[config.mk]
export PLATFORM = sky130hd
export DESIGN_NAME = cla_seq_adder
export DESIGN_NICKNAME = d
export VERILOG_FILES = /design/src/rtl/cla_seq_adder.sv
export SDC_FILE = /design/constraint.sdc
export NUM_CORES = 1
export LEC_CHECK = 0
export CAP_MARGIN = 25
export CELL_PAD_IN_SITES_DETAIL_PLACEMENT = 1
export CELL_PAD_IN_SITES_GLOBAL_PLACEMENT = 2
export CORE_MARGIN = 1.5
export CORE_UTILIZATION = 31
export DETAILED_ROUTE_END_ITERATION = 10
export GPL_TIMING_DRIVEN = 0
export PLACE_DENSITY_LB_ADDON = 0.25
export SYNTH_ARGS = -nofsm -noshare
export SYNTH_HDL_FRONTEND = slang
export SYNTH_SLANG_ARGS = --single-unit
[constraint.sdc]
create_clock -name clk -period 2.4 [get_ports clk]
set_input_delay 0.36 -clock clk [delete_from_list [all_inputs] [get_ports clk]]
set_output_delay 0.36 -clock clk [all_outputs]
set_load 0.005 [all_outputs]
[src/rtl/cla_seq_adder.sv]
// cla_seq_adder: multi-cycle WIDTH-bit add/sub sharing one SLICE-bit two-level CLA slice
module cla_seq_adder #(
  parameter int WIDTH = 64,
  parameter int SLICE = 16
) (
  input  logic             clk,
  input  logic             rst_n,
  input  logic             in_valid,
  output logic             in_ready,
  input  logic [WIDTH-1:0] a,
  input  logic [WIDTH-1:0] b,
  input  logic             cin,
  input  logic             sub,
  output logic             out_valid,
  input  logic             out_ready,
  output logic [WIDTH-1:0] sum,
  output logic             cout,
  output logic             ovf,
  output logic             busy
);
  localparam int NS = WIDTH / SLICE;
  localparam int NG = SLICE / 4;
  localparam int IW = NS > 1 ? $clog2(NS) : 1;

  typedef enum logic [1:0] {IDLE, RUN, DONE} state_t;

  state_t            state;
  logic [IW-1:0]     idx;
  logic              carry_reg;
  logic [WIDTH-1:0]  a_reg, b_reg, acc, acc_next;
  logic [SLICE-1:0]  sp, sg, c, s;
  logic              cc, msb_c, last;

  // carries into bits 3..0 of a 4-bit group from its generate/propagate and carry-in
  function automatic logic [3:0] cla4(input logic [3:0] g, input logic [3:0] p, input logic c0);
    cla4 = {g[2] | p[2] & g[1] | p[2] & p[1] & g[0] | p[2] & p[1] & p[0] & c0,
            g[1] | p[1] & g[0] | p[1] & p[0] & c0,
            g[0] | p[0] & c0,
            c0};
  endfunction

  // operands shift right each RUN cycle so the active slice is always the low SLICE bits
  always_comb begin
    sp = a_reg[SLICE-1:0] ^ b_reg[SLICE-1:0];
    sg = a_reg[SLICE-1:0] & b_reg[SLICE-1:0];
    c = '0;
    cc = carry_reg;
    for (int k = 0; k < NG; k++) begin
      c[4*k +: 4] = cla4(sg[4*k +: 4], sp[4*k +: 4], cc);
      cc = sg[4*k+3] | sp[4*k+3] & sg[4*k+2] | sp[4*k+3] & sp[4*k+2] & sg[4*k+1]
         | sp[4*k+3] & sp[4*k+2] & sp[4*k+1] & sg[4*k]
         | (&sp[4*k +: 4]) & cc;
    end
    s = sp ^ c;
    msb_c = c[SLICE-1];
    acc_next = (acc >> SLICE) | (WIDTH'(s) << (WIDTH - SLICE));
    last = idx == IW'(NS - 1);
  end

  always_ff @(posedge clk or negedge rst_n) begin
    if (!rst_n) begin
      state <= IDLE;
      idx <= '0;
      carry_reg <= 1'b0;
      a_reg <= '0;
      b_reg <= '0;
      acc <= '0;
      sum <= '0;
      cout <= 1'b0;
      ovf <= 1'b0;
    end else begin
      case (state)
        IDLE: if (in_valid) begin
          a_reg <= a;
          b_reg <= sub ? ~b : b;
          carry_reg <= sub | cin;
          idx <= '0;
          state <= RUN;
        end
        RUN: begin
          a_reg <= a_reg >> SLICE;
          b_reg <= b_reg >> SLICE;
          acc <= acc_next;
          carry_reg <= cc;
          idx <= last ? '0 : idx + 1'b1;
          if (last) begin
            sum <= acc_next;
            cout <= cc;
            ovf <= cc ^ msb_c;
            state <= DONE;
          end
        end
        DONE: if (out_ready) state <= IDLE;
        default: state <= IDLE;
      endcase
    end
  end

  assign in_ready = state == IDLE;
  assign out_valid = state == DONE;
  assign busy = state != IDLE;
endmodule

After elaboration in Yosys (flattened, before gate mapping)
Cells that the tools add are included.
W data, S select, Z words.
Operators by class
  muxes and demuxes: 14
  order comparisons: 0
  reductions and logical operators: 10
  $add $sub $neg: 1
  $mul: 0
  shift operators: 0
  equality and inequality tests: 6
  bitwise gates (word level): 107
  divide/modulo/power cells: 0
Operators with widths (number)
  $pmux W64 S2: 2
  $mux W64: 3
  $not A64 Y64: 1
  $or A48 B64 Y64: 1
  $and A1 B1 Y1: 60
  $or A1 B1 Y1: 41
  $xor A16 B16 Y16: 2
  $and A16 B16 Y16: 1
  $reduce_and A4 Y1: 4
  $mux W2: 5
  $pmux W2 S3: 1
  $eq A2 B2 Y1 const B: 2
  $ne A2 B2 Y1 const B: 2
  $pmux W2 S2: 1
  $reduce_and A2 Y1: 2
  $reduce_bool A2 Y1: 2
  $reduce_and A3 Y1: 1
  $add A2 B1 Y2 const B: 1
  $eq A2 B1 Y1 const B: 1
  $logic_not A2 Y1: 1
  $ne A2 B1 Y1 const B: 1
  $pmux W1 S2: 1
  $mux W1: 1
  $xor A1 B1 Y1: 1
Storage, ports and cells
  bits in registers: 263
  memories kept: 0
  ROM bits: 0
  output and inout bits: 69
  bits in writable memories: 0
  logic and storage cells: 147
  input bits: 134
  latch bits: 0

Logic depth before layout (Yosys ltp)
  word-level depth: 14
  depth in mapped cells: 10

Least setup slack after synthesis
No wires, ideal clock.
  path kind: flip-flop to flip-flop
  from: reg a_reg[5]
  to: reg sum[60]
  clock period less this slack: 2447 ps
  slack: -47 ps
  data required time: 2275 ps
  stages on the path, launching flop included: 10
  data arrival time: 2322 ps
  setup time: 125 ps
  path buffers: 0
  path through: dfrtp_1 -> ha_1 -> a21o_1 -> a31oi_4 -> inv_1 -> o21ai_2 -> nand2_1 -> a21o_1 -> fa_1 -> mux2_2
On the way
  word-level cells in the longest chain between the ends: 9
RTL lines
  from (decl): RTL line 30  | logic [WIDTH-1:0] a_reg, b_reg, acc, acc_next;
  from (signal assigned): RTL line 81  | a_reg <= a_reg >> SLICE;
  $and A16 B16 Y16 or $xor A16 B16 Y16 (tied branches): RTL line 45, 44
  $and A1 B1 Y1, on equally long branches: RTL line 50, 51
  $or A1 B1 Y1 or $and A1 B1 Y1 (tied branches): RTL line 50, 51
  $or A1 B1 Y1: RTL line 51  | | sp[4*k+3] & sp[4*k+2] & sp[4*k+1] & sg[4*k]
  $or A1 B1 Y1 (*): RTL line 52  | | (&sp[4*k +: 4]) & cc;
  $and A1 B1 Y1 (*): RTL line 52
  $or A1 B1 Y1 (*): RTL line 52
  $xor A16 B16 Y16 (*): RTL line 54  | s = sp ^ c;
  $or A48 B64 Y64 (*): RTL line 56  | acc_next = (acc >> SLICE) | (WIDTH'(s) << (WIDTH - SLICE));
  net acc_next[60]: RTL line 30
  to (signal assigned): RTL line 87  | sum <= acc_next;
  to (decl): RTL line 16  | output logic [WIDTH-1:0] sum,
Mark *: on every way through the listed nets, which the timed path passes. The rest lies on a longest branch.
A chain may end at the register's enable or synchronous reset.

Worst setup path in the final report
  from: reg b_reg[2]
  to: reg sum[60]
On the way
  word-level cells in the longest chain between the ends: 12
RTL lines
  from (decl): RTL line 30
  from (signal assigned): RTL line 75  | b_reg <= sub ? ~b : b;
  from (signal assigned): RTL line 82  | b_reg <= b_reg >> SLICE;
  $and A16 B16 Y16 or $xor A16 B16 Y16 (tied branches): RTL line 45, 44
  $and A1 B1 Y1, on equally long branches: RTL line 50, 51
  $or A1 B1 Y1, or another cell as far along: RTL line 50  | cc = sg[4*k+3] | sp[4*k+3] & sg[4*k+2] | sp[4*k+3] & sp[4*k+2] & sg[4*k+1]
  $or A1 B1 Y1 or $and A1 B1 Y1 (tied branches): RTL line 50, 51
  $or A1 B1 Y1: RTL line 51
  $or A1 B1 Y1 (*): RTL line 52
  $and A1 B1 Y1 (*): RTL line 52
  $or A1 B1 Y1 (*): RTL line 52
  $and A1 B1 Y1 (*): RTL line 52
  $or A1 B1 Y1 (*): RTL line 52
  $xor A16 B16 Y16 (*): RTL line 54
  $or A48 B64 Y64 (*): RTL line 56
  net acc_next[60]: RTL line 30
Marks and branches as above.

==> results.txt <==
footprint of the multi-input gates = 0.00529 mm²
Critical Path Max Stage Delay = 0.47 ns
met2 usage = 32.0%
Primary FF master, synth = dfrtp_1
Mapped Area = 0.0117 mm²
outcome = completed
worst-skew pair later-pin latency = 0.56 ns
number of distinct library cells after synthesis = 48
Worst path slowest cell = fa_2
Slew headroom = 52.1%
DRC = 0
Worst Reg-to-Reg Cells = 9
via count = 9,328
register area = 0.00619 mm²
ys async rst share = 100%
first-pass GRT wire length = 59,200 µm
Total Power = 21.2 mW
final setup skew = 0.0295 ns
GR Layer Usage met3 = 2.42%
r2r startpoint = b_reg[2]
Hold Fails Final Rpt = 0
hold depth = 2
wire per inst = 20.0 µm
I/O Buffers = 201
GRT Util Overall = 19.6%
post-detail-place hpwl = 28,700 µm
grt total ovfl = 0
drt first-iter violations = 343
end of the worst hold path = a_reg[61]
Vias/cell = 4.90
top-area cell type share of the netlist area = 52.6%
RSZ-0062 raised after global routing = true
synthesized flop and latch total = 247
Mapped Cells = 1,120
setup TNS = 0 ns
GR Util met1 = 26.4%
fmax = 0.419 GHz
Crit Path Class = flop to flop
Worst EP required = 2.82 ns
total CTS buffers = 30
final-stage net count = 1,528
die height = 198 µm
pwr/cell area = 1350 mW/mm²
fin. max-slew vios = 0
Non-Filler Instances = 1,905
reg2reg setup slack = 0.01 ns
Post-Syn Nets = 1,275
effective utilization at floorplan = 31.3%
CTS Buffer Depth = 3
GRT busiest layer = met2
DP Cell Count = 1,834
FP Rows = 71
diode count = 0
crit-path cells = ha_4 > a21o_1 > a21oi_2 > a21oi_2 > o21ai_2 > nand2_1 > a21o_1 > fa_2 > mux2_2
Setup crit start kind = flop
worst-path fanout max = 2
Worst Tran Pin Value = 0.719 ns
final worst setup slack = 0.0115 ns
Post-synth EDFFs = 0
clock slew seen by the registers of the worst setup and hold paths = 0.06 ns
core region area = 0.0375 mm²
Setup-failing EPs final = 0
TritonCTS clock tree = built
CTS root buffer = clkbuf_16
Post-Route WL = 38,000 µm
initial antenna violation count = 0
CP Capture Type = flop
RD Place Congestion = 0.770
worst slack at placement = -0.359 ns
Yosys warnings = 0
Period minus WS final = 2.39 ns
final cycle utilization of the critical path = 99.5%
Synth area leader = dfrtp_1
vias in the first global route = 10,000
largest net degree at the start of global routing = 98
H-tree lvl count = 1
Pleak = 6.79 nW
Critical Path AT = 2.81 ns
die footprint = 0.0391 mm²
worst hold slack = 0.387 ns
synth top area cells = dfrtp_1 (53%), nor2b_1 (5.2%), mux2_2 (4.9%)
Hold WC Path Type = primary input to flop
DR pass1 iterations = 4
Post-DRT Antenna Nets = 0
share of layout cells above drive strength 1 = 12.3%
syn_area_per_cell = 10.5 µm²
Hold Crit Start = a[61]
Max IR drop VDD = 0.000579 V
Fill cells = 4,227
chip width = 198 µm
worst r2r dst = sum[60]
Clock Sinks = 247
sequential element share of the synthesized area = 52.6%
IO Pins = 203
MaxCap Viol Count = 0
area growth from synthesis to layout = 33.9%
==> synthesized netlist by cell type (all sizes together), types with 2 or more instances <==
cell type,n
dfrtp,247
nand2,136
a21oi,107
o21ai,98
nor2b,97
a22oi,72
clkbuf,66
mux2,51
xor2,46
a22o,33
xnor2,29
o22a,24
buf,22
ha,17
a21o,8
inv,7
nor2,7
nor3,7
nand4,6
or3,5
fa,4
nand3,4
and2,3
o21a,3
a2bb2oi,2
and3,2
nand2b,2
o22ai,2
o31ai,2
==> critical path, delay by kind of cell, from the launching register on <==
family / cells / cell delay, ns
mux: 1 / 0.28
compound gates: 5 / 0.75
flops: 1 / 0.43
fa+ha+maj: 2 / 0.72
simple gates: 1 / 0.07
==> per-layer routing <==
metal	routed length [µm]	share of wire [%]
met5	0	0
met4	1590	4.2
met2	17600	46
met1	17500	46
met3	1290	3.4
==> where the power goes <==
group,switching (mW),total [mW],internal (mW),leakage (nW)
logic,4.75,9.00,4.25,3.17
registers,1.48,7.50,6.02,3.13
clock network,1.81,4.68,2.86,0.494
==> cell usage in the layout (no fill, tap or decap), types with 7 or more instances in the layout <==
master | Yosys | final
xor2_1 | 46 | 46
o21ai_1 | 5 | 9
a22oi_1 | 72 | 72
clkbuf_1 | 66 | 68
inv_1 | 7 | 7
xnor2_1 | 29 | 27
mux2_2 | 51 | 50
clkdlybuf4s50_1 | 0 | 200
nand2_1 | 136 | 136
o21ai_0 | 92 | 88
clkbuf_16 | 0 | 31
ha_1 | 17 | 10
clkinv_2 | 0 | 7
dfrtp_1 | 247 | 241
a21oi_1 | 104 | 104
o22a_1 | 24 | 24
a22o_1 | 33 | 33
buf_4 | 0 | 20
nor2b_1 | 97 | 97
a21o_1 | 8 | 8
buf_2 | 17 | 16
==> repair_timing <==
item                                   in CTS  in global routing
resized for setup                          16                 13
pin swaps                                  12                  5
endpoints found under the hold margin      83                  0
setup endpoints to repair                  20                 10
hold buffers                                1                  0
buffers inserted                           16                  2
==> area by class of cell <==
cell class	count	area share [%]
Buffer	87	2.26
Clock buffer	39	5.31
Clock inverter	14	1.13
Inverter	7	0.167
Multi-Input combinational cell	778	33.6
Sequential cell	247	39.3
Tap cell	511	4.06
Timing Repair Buffer	222	14.1
==> per-stage QoR <==
stage | utilization [%] | instance area [µm²]
after detailed placement | 38.7 | 14500
after CTS | 41.8 | 15700
final | 42.0 | 15700
after global placement | 38.5 | 14400
after global routing | 42.0 | 15700
after floorplan | - | 11800
==> kinds of logic (layout without fill, tap and decap cells) <==
group / after synthesis / count (layout) / share of synthesized area, %
xor+xnor: 75 / 75 / 5.59
mux: 52 / 52 / 4.97
fa+ha+maj: 21 / 21 / 2.49
simple gates: 272 / 272 / 11.5
buf+inv: 95 / 369 / 3.22
compound gates: 358 / 358 / 19.6
flops: 247 / 247 / 52.6
==> worst max-delay path by stage <==
stage | end | slack, ns | from | cells after the start
after floorplan | sum[60] | 0.02 | a_reg[5] | 9
after global placement | b_reg[48] | -10.17 | rst_n | 1
after detailed placement | sum[61] | -0.36 | a_reg[5] | 10
after CTS | sum[60] | -0.06 | b_reg[0] | 9
after global routing | sum[60] | -0.09 | b_reg[0] | 9
final | sum[60] | 0.01 | b_reg[2] | 9
Power figures use the tool's default switching activity.
